**src/rtl/seg_ctrl_pkg.sv**
```systemverilog
// Shared types and constants for the seven-segment display scheduler.
package seg_ctrl_pkg;

   typedef enum logic [1:0] {
      LIVE = 2'd0,
      SHOW = 2'd1,
      GAP  = 2'd2
   } seg_state_t;

   localparam int unsigned SEG_DIGITS = 8;
   localparam logic [SEG_DIGITS-1:0] SEG_BLANK_VALID = 8'h00;

   // Counter width able to hold 0..max_count-1, never narrower than 1 bit.
   function automatic int unsigned cnt_width(input int unsigned max_count);
      return (max_count > 1) ? $clog2(max_count) : 1;
   endfunction

endpackage

```
**src/rtl/seg_tick_gen.sv**
```systemverilog
// Tick prescaler: counts 0..TICK_DIV-1 and flags the last count as a tick.
module seg_tick_gen
   import seg_ctrl_pkg::*;
#(
   parameter int unsigned TICK_DIV = 100000
) (
   input  logic clk,
   input  logic rst,
   input  logic restart,
   output logic tick
);

   localparam int unsigned CNT_W = cnt_width(TICK_DIV);
   localparam logic [CNT_W-1:0] CNT_LAST = CNT_W'(TICK_DIV - 1);

   logic [CNT_W-1:0] cnt_q, cnt_d;

   assign tick = (cnt_q == CNT_LAST);

   // Next count: restart forces zero, otherwise wrap after the last count.
   always_comb begin
      cnt_d = cnt_q + 1'b1;
      if (restart || tick) begin
         cnt_d = '0;
      end
   end

   // Prescaler count register.
   always_ff @(posedge clk or negedge rst) begin
      if (!rst) begin
         cnt_q <= '0;
      end else begin
         cnt_q <= cnt_d;
      end
   end

endmodule

```
**src/rtl/seg_display_sched.sv**
```systemverilog
// Display scheduler: live pass-through, pre-empted by timed (optionally
// blinking) messages followed by a blank gap.
module seg_display_sched
   import seg_ctrl_pkg::*;
#(
   parameter int unsigned TICK_DIV    = 100000,
   parameter int unsigned HOLD_TICKS  = 2000,
   parameter int unsigned BLINK_TICKS = 250,
   parameter int unsigned GAP_TICKS   = 100
) (
   input  logic                    clk,
   input  logic                    rst,
   input  logic [SEG_DIGITS*4-1:0] live_data,
   input  logic [SEG_DIGITS-1:0]   live_valid,
   input  logic                    msg_req,
   input  logic [SEG_DIGITS*4-1:0] msg_data,
   input  logic [SEG_DIGITS-1:0]   msg_valid,
   input  logic                    msg_blink,
   input  logic                    msg_cancel,
   output logic                    msg_ack,
   output logic                    msg_done,
   output logic                    msg_busy,
   output logic [SEG_DIGITS*4-1:0] output_data,
   output logic [SEG_DIGITS-1:0]   output_valid
);

   localparam int unsigned HOLD_W  = cnt_width(HOLD_TICKS);
   localparam int unsigned BLINK_W = cnt_width(BLINK_TICKS);
   localparam int unsigned GAP_W   = cnt_width(GAP_TICKS);
   localparam logic [HOLD_W-1:0]  HOLD_LAST  = HOLD_W'(HOLD_TICKS - 1);
   localparam logic [BLINK_W-1:0] BLINK_LAST = BLINK_W'(BLINK_TICKS - 1);
   localparam logic [GAP_W-1:0]   GAP_LAST   = GAP_W'((GAP_TICKS == 0) ? 0 : GAP_TICKS - 1);

   seg_state_t state_q, state_d;
   logic [HOLD_W-1:0]  hold_q, hold_d;
   logic [BLINK_W-1:0] blink_cnt_q, blink_cnt_d;
   logic               blink_off_q, blink_off_d;
   logic [GAP_W-1:0]   gap_q, gap_d;
   logic [SEG_DIGITS*4-1:0] msg_data_q, msg_data_d;
   logic [SEG_DIGITS-1:0]   msg_valid_q, msg_valid_d;
   logic                    msg_blink_q, msg_blink_d;
   logic                    msg_ack_q, msg_ack_d;
   logic                    msg_done_q, msg_done_d;
   logic                    msg_busy_q, msg_busy_d;
   logic [SEG_DIGITS*4-1:0] output_data_q, output_data_d;
   logic [SEG_DIGITS-1:0]   output_valid_q, output_valid_d;
   logic                    restart;
   logic                    tick;

   assign restart = (state_d != state_q);

   seg_tick_gen #(
      .TICK_DIV (TICK_DIV)
   ) u_tick_gen (
      .clk     (clk),
      .rst     (rst),
      .restart (restart),
      .tick    (tick)
   );

   // Next state, counters, message latch and registered outputs.
   always_comb begin
      state_d        = state_q;
      hold_d         = hold_q;
      blink_cnt_d    = blink_cnt_q;
      blink_off_d    = blink_off_q;
      gap_d          = gap_q;
      msg_data_d     = msg_data_q;
      msg_valid_d    = msg_valid_q;
      msg_blink_d    = msg_blink_q;
      msg_ack_d      = 1'b0;
      msg_done_d     = 1'b0;
      output_data_d  = live_data;
      output_valid_d = live_valid;

      case (state_q)
         LIVE: begin
            if (msg_req) begin
               state_d     = SHOW;
               msg_data_d  = msg_data;
               msg_valid_d = msg_valid;
               msg_blink_d = msg_blink;
               msg_ack_d   = 1'b1;
            end
         end
         SHOW: begin
            if (msg_cancel || (tick && hold_q == HOLD_LAST)) begin
               state_d    = (GAP_TICKS == 0) ? LIVE : GAP;
               msg_done_d = 1'b1;
            end else if (tick) begin
               hold_d = hold_q + 1'b1;
               if (msg_blink_q) begin
                  if (blink_cnt_q == BLINK_LAST) begin
                     blink_cnt_d = '0;
                     blink_off_d = ~blink_off_q;
                  end else begin
                     blink_cnt_d = blink_cnt_q + 1'b1;
                  end
               end
            end
         end
         GAP: begin
            if (tick && gap_q == GAP_LAST) begin
               state_d = LIVE;
            end else if (tick) begin
               gap_d = gap_q + 1'b1;
            end
         end
         default: state_d = LIVE;
      endcase

      if (restart) begin
         hold_d      = '0;
         blink_cnt_d = '0;
         blink_off_d = 1'b0;
         gap_d       = '0;
      end

      // Returning to LIVE with a request already waiting keeps the display
      // blank for that one cycle so live data never flashes between messages.
      case (state_d)
         LIVE: begin
            if (state_q != LIVE && msg_req) begin
               output_data_d  = msg_data_q;
               output_valid_d = SEG_BLANK_VALID;
            end
         end
         SHOW: begin
            output_data_d  = msg_data_d;
            output_valid_d = blink_off_d ? SEG_BLANK_VALID : msg_valid_d;
         end
         default: begin
            output_data_d  = msg_data_q;
            output_valid_d = SEG_BLANK_VALID;
         end
      endcase

      msg_busy_d = (state_d != LIVE);
   end

   // State and output registers.
   always_ff @(posedge clk or negedge rst) begin
      if (!rst) begin
         state_q        <= LIVE;
         hold_q         <= '0;
         blink_cnt_q    <= '0;
         blink_off_q    <= 1'b0;
         gap_q          <= '0;
         msg_data_q     <= '0;
         msg_valid_q    <= '0;
         msg_blink_q    <= 1'b0;
         msg_ack_q      <= 1'b0;
         msg_done_q     <= 1'b0;
         msg_busy_q     <= 1'b0;
         output_data_q  <= '0;
         output_valid_q <= '0;
      end else begin
         state_q        <= state_d;
         hold_q         <= hold_d;
         blink_cnt_q    <= blink_cnt_d;
         blink_off_q    <= blink_off_d;
         gap_q          <= gap_d;
         msg_data_q     <= msg_data_d;
         msg_valid_q    <= msg_valid_d;
         msg_blink_q    <= msg_blink_d;
         msg_ack_q      <= msg_ack_d;
         msg_done_q     <= msg_done_d;
         msg_busy_q     <= msg_busy_d;
         output_data_q  <= output_data_d;
         output_valid_q <= output_valid_d;
      end
   end

   assign msg_ack      = msg_ack_q;
   assign msg_done     = msg_done_q;
   assign msg_busy     = msg_busy_q;
   assign output_data  = output_data_q;
   assign output_valid = output_valid_q;

endmodule

```
**config.mk**
```make
export PLATFORM = sky130hd
export DESIGN_NAME = seg_display_sched
export DESIGN_NICKNAME = d
export VERILOG_FILES = /design/src/rtl/seg_ctrl_pkg.sv /design/src/rtl/seg_tick_gen.sv /design/src/rtl/seg_display_sched.sv
export SDC_FILE = /design/constraint.sdc
export NUM_CORES = 1
export LEC_CHECK = 0
export BUFFER_PORTS_ARGS = -buffer_cell sky130_fd_sc_hd__buf_2
export CELL_PAD_IN_SITES_DETAIL_PLACEMENT = 1
export CELL_PAD_IN_SITES_GLOBAL_PLACEMENT = 2
export CORE_MARGIN = 5
export CORE_UTILIZATION = 35
export CTS_BUF_LIST = sky130_fd_sc_hd__clkbuf_8
export DETAILED_ROUTE_END_ITERATION = 8
export HOLD_SLACK_MARGIN = 0.05
export PLACE_DENSITY = 0.89
export SLEW_MARGIN = 30
export SYNTH_ARGS = -nofsm -noshare
export SYNTH_HDL_FRONTEND = slang
export SYNTH_HIERARCHICAL = 1
export SYNTH_SLANG_ARGS = --single-unit
```
**constraint.sdc**
```tcl
create_clock -name clk -period 8.3 [get_ports clk]
set_input_delay 0.415 -clock clk [delete_from_list [all_inputs] [get_ports clk]]
set_output_delay 0.415 -clock clk [all_outputs]
set_load 0.1 [all_outputs]
```
==> impl_metrics.env, run 1 <==
export IMPL_status="complete, no violations"
export IMPL_cp_arrival_ps=3750
export IMPL_viasPerCell=5.112
export IMPL_synth_async_sr_flop_share=1.000
export IMPL_core_area_mm2=0.01658
export IMPL_setup_violations=0
export IMPL_place_gp_congestion=0.7367
export IMPL_nets=753
export IMPL_synth_compound_area_share=0.1379
export IMPL_p_total_uw=3110
export IMPL_relSlewSlack=0.4603
export IMPL_cts_sinks=130
export IMPL_whs_ps=211.6
export IMPL_path_cells="or4b_1, nor4_2, buf_4, nand4_2, o31ai_4, o21a_2, or2_1, nor2_1"
export IMPL_critPathCapture="u_tick_gen/cnt_q[14]"
export IMPL_power_density_mw_per_mm2=432.8
export IMPL_worst_pin_slew_ps=809.5
export IMPL_crit_type="flop to flop"
export IMPL_slowest_stage="o21a_2"
export IMPL_diodes=0
export IMPL_fin_crit_ps=3448
export IMPL_rrSetupSlack_ps=4850
export IMPL_finalCritPeriodShare=0.4154
export IMPL_synthDistinctLibCells=61
export IMPL_placed_cells=863
export IMPL_final_cells=894
export IMPL_crit_start="u_tick_gen/cnt_q[12]"
export IMPL_gr_max_usage_layer="met2"
export IMPL_cp_end_kind="flop"
export IMPL_fmax_mhz=290.0
export IMPL_clock_skew_ps=17.10
export IMPL_cts_tree="yes"
export IMPL_cts_buffers=17
export IMPL_grt_pass1_vias=5142
export IMPL_grt_max_degree=77
export IMPL_die_width_um=140.0
export IMPL_critPathRequiredTime_ps=8600
export IMPL_grt_overflow=0
export IMPL_rsz0062_at_grt="no"
export IMPL_syn_inst=536
export IMPL_routed_wl_um=15650
export IMPL_tns_ps=0
export IMPL_rr_startpoint="u_tick_gen/cnt_q[12]"
export IMPL_synth_top_family_by_area="simple AND/OR/NAND/NOR gates"
export IMPL_clk_path_buf_depth=2
export IMPL_drive_gt1_frac=0.3294
export IMPL_ff2ff_path_depth=8
export IMPL_drv_slew=0
export IMPL_first_pass_iters=4
export IMPL_crit_family="simple AND/OR/NAND/NOR gates"
export IMPL_clockRootBuffer="clkbuf_8"
export IMPL_worst_path_buf_inv=1
export IMPL_synth_avg_cell_area_um2=11.04
export IMPL_use_met2=0.2707
export IMPL_pin_count=128
export IMPL_htreeDepth=4
export IMPL_die_area_mm2=0.01960
export IMPL_synth_main_ff_cell="dfrtp_1"
export IMPL_ir_drop_mv=0.2338
export IMPL_ys_ff_latch=130
export IMPL_post_cts_resized=0
export IMPL_path_depth=8
export IMPL_r2r_end="u_tick_gen/cnt_q[14]"
export IMPL_synthesis_nets=626
export IMPL_port_buffers=127
export IMPL_drv_cap=0
export IMPL_seq_area_frac_synth=0.5499
export IMPL_cpPeakStageDelay_ps=590
export IMPL_place_hpwl_um=11060
export IMPL_antenna_left=0
export IMPL_met1_usage=0.1956
export IMPL_yosys_warnings=6
export IMPL_wl_per_cell_um=17.51
export IMPL_remaining_drc_errors=0
export IMPL_path_clk_slew_ps=70
export IMPL_start_util=0.3567
export IMPL_met3_usage=0.06169
export IMPL_grt_use_total=0.1633
export IMPL_placementRows=47
export IMPL_crit_path_max_fanout=29
export IMPL_worstHoldPathType="input pin to flop"
export IMPL_drt_iter0_drc=166
export IMPL_clkLatencyLatePin_ps=450
export IMPL_syn_area_mm2=0.005916
export IMPL_syn2layout_area_growth_pct=21.47
export IMPL_p_leak_uw=0.003209
export IMPL_yosys_area_share_xor_xnor=0.04738
export IMPL_synthSimpleGateAreaFrac=0.1567
export IMPL_synthAdderAreaFrac=0.01058
export IMPL_antenna_found_initial=2
export IMPL_final_hold_viol_count=0
export IMPL_grt_pass1_wl_um=26100
export IMPL_worst_setup_path_start_kind="flop"
export IMPL_synth_mux_area_frac=0.05118
export IMPL_vias=4570
export IMPL_synth_edf_count=0
export IMPL_die_h_um=140.0
where the power goes:
| group | switching [uW] | internal, uW | total [uW] |
|---|---|---|---|
| registers | 90.2 | 847 | 937 |
| logic | 1200 | 319 | 1520 |
| clock network | 243 | 408 | 651 |
flip-flops by register name, indices dropped and copies added, names as in the netlist:
name / cells
blink_cnt_q: 8
blink_off_q: 1
gap_q: 7
hold_q: 11
msg_ack: 1
msg_blink_q: 1
msg_busy: 1
msg_data_q: 32
msg_done: 1
msg_valid_q: 8
output_data: 32
output_valid: 8
state_q: 2
u_tick_gen/cnt_q: 17
worst min path at each step:
stage,start,to,slack [ps],cells past startpoint
after floorplan,rst,blink_cnt_q[0],120,0
after CTS,rst,msg_valid_q[4],150,1
after global routing,msg_blink,msg_blink_q,200,2
after global placement,msg_data_q[23],output_data[23],460,1
after detailed placement,msg_data_q[3],output_data[3],480,1
final,msg_data[30],msg_data_q[30],210,3
stage by stage:
step | worst slack [ps] | utilization | instance area [um^2]
2_1_floorplan | 5415 | - | 5916
3_3_place_gp | 4672 | 0.4034 | 6690
3_5_place_dp | 4518 | 0.4034 | 6690
4_1_cts | 4503 | 0.4324 | 7171
5_1_grt | 4549 | 0.4333 | 7186
6_report | 4852 | 0.4333 | 7186
Yosys cell counts (2+ instances only):
library cell | n | share of area
and3_1 | 2 | 0.0021
nand4bb_1 | 2 | 0.0038
o22ai_1 | 12 | 0.013
o21ai_1 | 16 | 0.014
o21a_1 | 2 | 0.0025
a22oi_1 | 19 | 0.024
xor2_1 | 11 | 0.016
or4b_1 | 2 | 0.0034
a31o_2 | 8 | 0.012
nor2_1 | 79 | 0.050
nand4_2 | 2 | 0.0042
buf_4 | 6 | 0.0076
nor2_2 | 6 | 0.0063
or2_1 | 2 | 0.0021
a21oi_1 | 8 | 0.0068
nand2_1 | 34 | 0.022
nand3b_1 | 2 | 0.0025
nor4_2 | 2 | 0.0042
xnor2_1 | 21 | 0.031
buf_6 | 7 | 0.013
a311oi_1 | 3 | 0.0044
o2bb2ai_1 | 4 | 0.0059
mux2_2 | 26 | 0.049
ha_1 | 5 | 0.011
a22o_1 | 8 | 0.012
or3_1 | 2 | 0.0021
nor4_1 | 4 | 0.0042
dfrtp_1 | 130 | 0.55
nand4_1 | 10 | 0.011
nor3_1 | 8 | 0.0068
nand3_1 | 12 | 0.010
buf_2 | 11 | 0.0093
a31oi_1 | 4 | 0.0042
inv_1 | 22 | 0.014
o21ai_0 | 18 | 0.015
worst min-delay path, stage by stage:
cell	delay (ps)
buf_2	80
nand2_1	40
o21ai_0	80
timing repair:
item | 4_1_cts | 5_1_grt
setup buffers | 0 | 0
hold endpoints to repair | 0 | 7
hold buffers | 0 | 1
cells in the final DEF (no fill, tap or decap), types with 5 or more instances in the layout:
cell / count
a21oi_1: 8
a22o_1: 8
a22oi_1: 19
a31o_2: 8
buf_2: 126
buf_4: 5
bufinv_16: 6
clkbuf_8: 20
dfrtp_1: 130
ha_1: 5
inv_1: 23
mux2_2: 26
nand2_1: 34
nand3_1: 12
nand4_1: 10
nor2_1: 79
nor2_2: 6
nor3_1: 8
o21ai_0: 18
o21ai_1: 16
o22ai_1: 12
xnor2_1: 21
xor2_1: 11
per-layer routing:
layer	vias up	wire, um
li1	2135	-
met1	2308	6633
met2	99	7628
met3	24	1060
met4	4	298
met5	-	30
cell type report:
type,count,area [um^2]
fillers,1895,9398
flip-flops and latches,130,3253
multi-input cells,357,2396
repair buffers,133,689.4
clock buffers,20,275.3
well taps,220,275.3
clock inverters,10,205.2
inverters,24,91.34
cell families (layout without fill, tap and decap cells):
family / after synthesis / count (layout)
XOR/XNOR: 32 / 32
AO/OA/AOI/OAI: 111 / 111
multiplexers: 27 / 27
flip-flops: 130 / 130
AND/OR/NAND/NOR: 182 / 182
buffers and inverters: 49 / 187
adder cells (fa/ha/maj): 5 / 5
(Power assumes the default switching activity.)
==> run 2: changes to the inputs <==
CORE_UTILIZATION = 32   (was 35)
PLACE_DENSITY = 0.86   (was 0.89)
clock period = 2.85 ns   (was 8.3 ns; I/O delays follow)
==> impl_metrics.env, run 2 (same netlist as run 1, synthesis figures left out) <==
export IMPL_place_gp_congestion=0.7958
export IMPL_path_depth=9
export IMPL_remaining_drc_errors=0
export IMPL_first_pass_iters=4
export IMPL_fmax_mhz=365.2
export IMPL_cp_end_kind="flop"
export IMPL_grt_overflow=0
export IMPL_core_area_mm2=0.01809
export IMPL_setup_violations=0
export IMPL_worst_slack_ps=111.8
export IMPL_drv_slew=0
export IMPL_worstHoldPathType="input pin to flop"
export IMPL_path_clk_slew_ps=80
export IMPL_fin_crit_ps=2738
export IMPL_drv_cap=0
export IMPL_antenna_found_initial=2
export IMPL_crit_type="flop to flop"
export IMPL_grt_pass1_wl_um=30680
export IMPL_syn2layout_area_growth_pct=37.14
export IMPL_place_hpwl_um=11850
export IMPL_relSlewSlack=0.6438
export IMPL_start_util=0.3271
export IMPL_dp_slack_ps=-23.46
export IMPL_rsz0062_at_grt="yes"
export IMPL_grt_pass1_vias=5837
export IMPL_crit_family="simple AND/OR/NAND/NOR gates"
export IMPL_placed_cell_area_mm2=0.006823
export IMPL_die_area_mm2=0.02131
export IMPL_routed_wl_um=18640
export IMPL_clockRootBuffer="clkbuf_8"
export IMPL_die_h_um=146.0
export IMPL_clkLatencyLatePin_ps=450
export IMPL_drive_gt1_frac=0.3126
export IMPL_crit_top_cell="buf_4"
export IMPL_cp_arrival_ps=3070
export IMPL_antenna_left=0
export IMPL_crit_path_max_fanout=14
export IMPL_clock_skew_ps=16.79
export IMPL_power_density_mw_per_mm2=1130
export IMPL_grt_max_degree=54
export IMPL_final_area_mm2=0.008113
export IMPL_slowest_stage="or4b_1"
export IMPL_nets=848
export IMPL_ff2ff_path_depth=9
export IMPL_whs_ps=101.2
export IMPL_critPathRequiredTime_ps=3180
export IMPL_viasPerCell=5.076
export IMPL_drt_iter0_drc=236
export IMPL_cts_sinks=130
export IMPL_worstHoldPathCells=3
export IMPL_cts_buffers=17
export IMPL_placementRows=49
export IMPL_port_buffers=127
export IMPL_status="complete, no violations"
export IMPL_die_width_um=146.0
export IMPL_htreeDepth=4
export IMPL_finalCritPeriodShare=0.9608
export IMPL_worst_pin_slew_ps=531.7
export IMPL_placed_cells=884
export IMPL_most_common_layout_cells="dfrtp_1, buf_2, dlygate4sd3_1, nor2_1, nand2_1"
export IMPL_tns_ps=0
export IMPL_ir_drop_mv=0.7537
export IMPL_vias=5081
export IMPL_worst_setup_path_start_kind="flop"
export IMPL_cpPeakStageDelay_ps=620
export IMPL_worst_path_buf_inv=2
export IMPL_clk_path_buf_depth=2
export IMPL_cts_tree="yes"
export IMPL_p_leak_uw=0.003616
export IMPL_final_cells=1001
export IMPL_grt_use_total=0.1802
export IMPL_final_hold_viol_count=0
export IMPL_final_common_cell="dfrtp_1"
export IMPL_path_cells="or4b_1, nor4_4, nand4_4, buf_4, o31a_1, buf_4, nand2_1, xor2_1, nor2_1"
export IMPL_wl_per_cell_um=18.62
export IMPL_pin_count=128
==> run 2: changes by cell type in the layout (fill, tap and decap cells not counted), moves of 2 or more <==
cell,before,now
bufinv_16,6,3
clkinv_4,0,3
buf_4,5,18
buf_12,0,2
clkbuf_8,20,18
dlygate4sd3_1,1,82
clkinv_2,2,4
==> run 2: metrics by stage <==
| stage | util | total power, uW |
|---|---|---|
| after floorplan | - | 6448 |
| final | 0.4486 | 9166 |
| after CTS | 0.4462 | 9176 |
| after global placement | 0.3772 | 7236 |
| after global routing | 0.4486 | 9589 |
| after detailed placement | 0.3772 | 7385 |
==> run 2: area by class of cell <==
class                      count  area [um^2]
inverter                      24        91.34
clock buffer                  18        247.7
antenna                        1        2.502
tap                          229        286.5
multi-input combinational    357         2441
timing repair buffer         228         1627
clock inverter                14        163.9
fill                        2015         9973
sequential                   130         3253
==> run 2: final timing paths <==
path	to	slack (ps)	startpoint
max in group asynchronous	msg_data_q[2]	1980	rst
min in group asynchronous	output_valid[0]	160	rst
setup / recovery	hold_q[0]	110	u_tick_gen/cnt_q[12]
setup reg to reg	hold_q[0]	110	u_tick_gen/cnt_q[12]
hold / removal	msg_done	100	msg_cancel
hold reg to reg	msg_valid_q[5]	500	msg_valid_q[5]
==> run 2: repair_timing <==
item | 4_1_cts | 5_1_grt
pin swaps | 2 | 1
setup buffers | 1 | 1
setup endpoints to repair | 13 | 77
hold endpoints to repair | 207 | 0
gates resized for setup | 2 | 5
hold buffers | 82 | 0
gates cloned | 0 | 0
==> run 2: tightest hold or removal path, cell delays in order <==
cell,delay (ps)
buf_2,130
nand3b_1,120
o41ai_4,110
==> run 2: where the power goes <==
part           internal (uW)  switching (uW)
Combinational           1100            3640
Clock                    886             781
Sequential              2470             292
==> run 2: metal layers <==
metal / part of all wire / wire length [um] / track usage / vias to the layer above
met5: 0.00038 / 7 / 0 / -
met4: 0.022 / 401 / 0.06268 / 2
met3: 0.049 / 922 / 0.05294 / 37
met2: 0.52 / 9672 / 0.3138 / 138
met1: 0.41 / 7631 / 0.2122 / 2581
li1: - / - / - / 2323
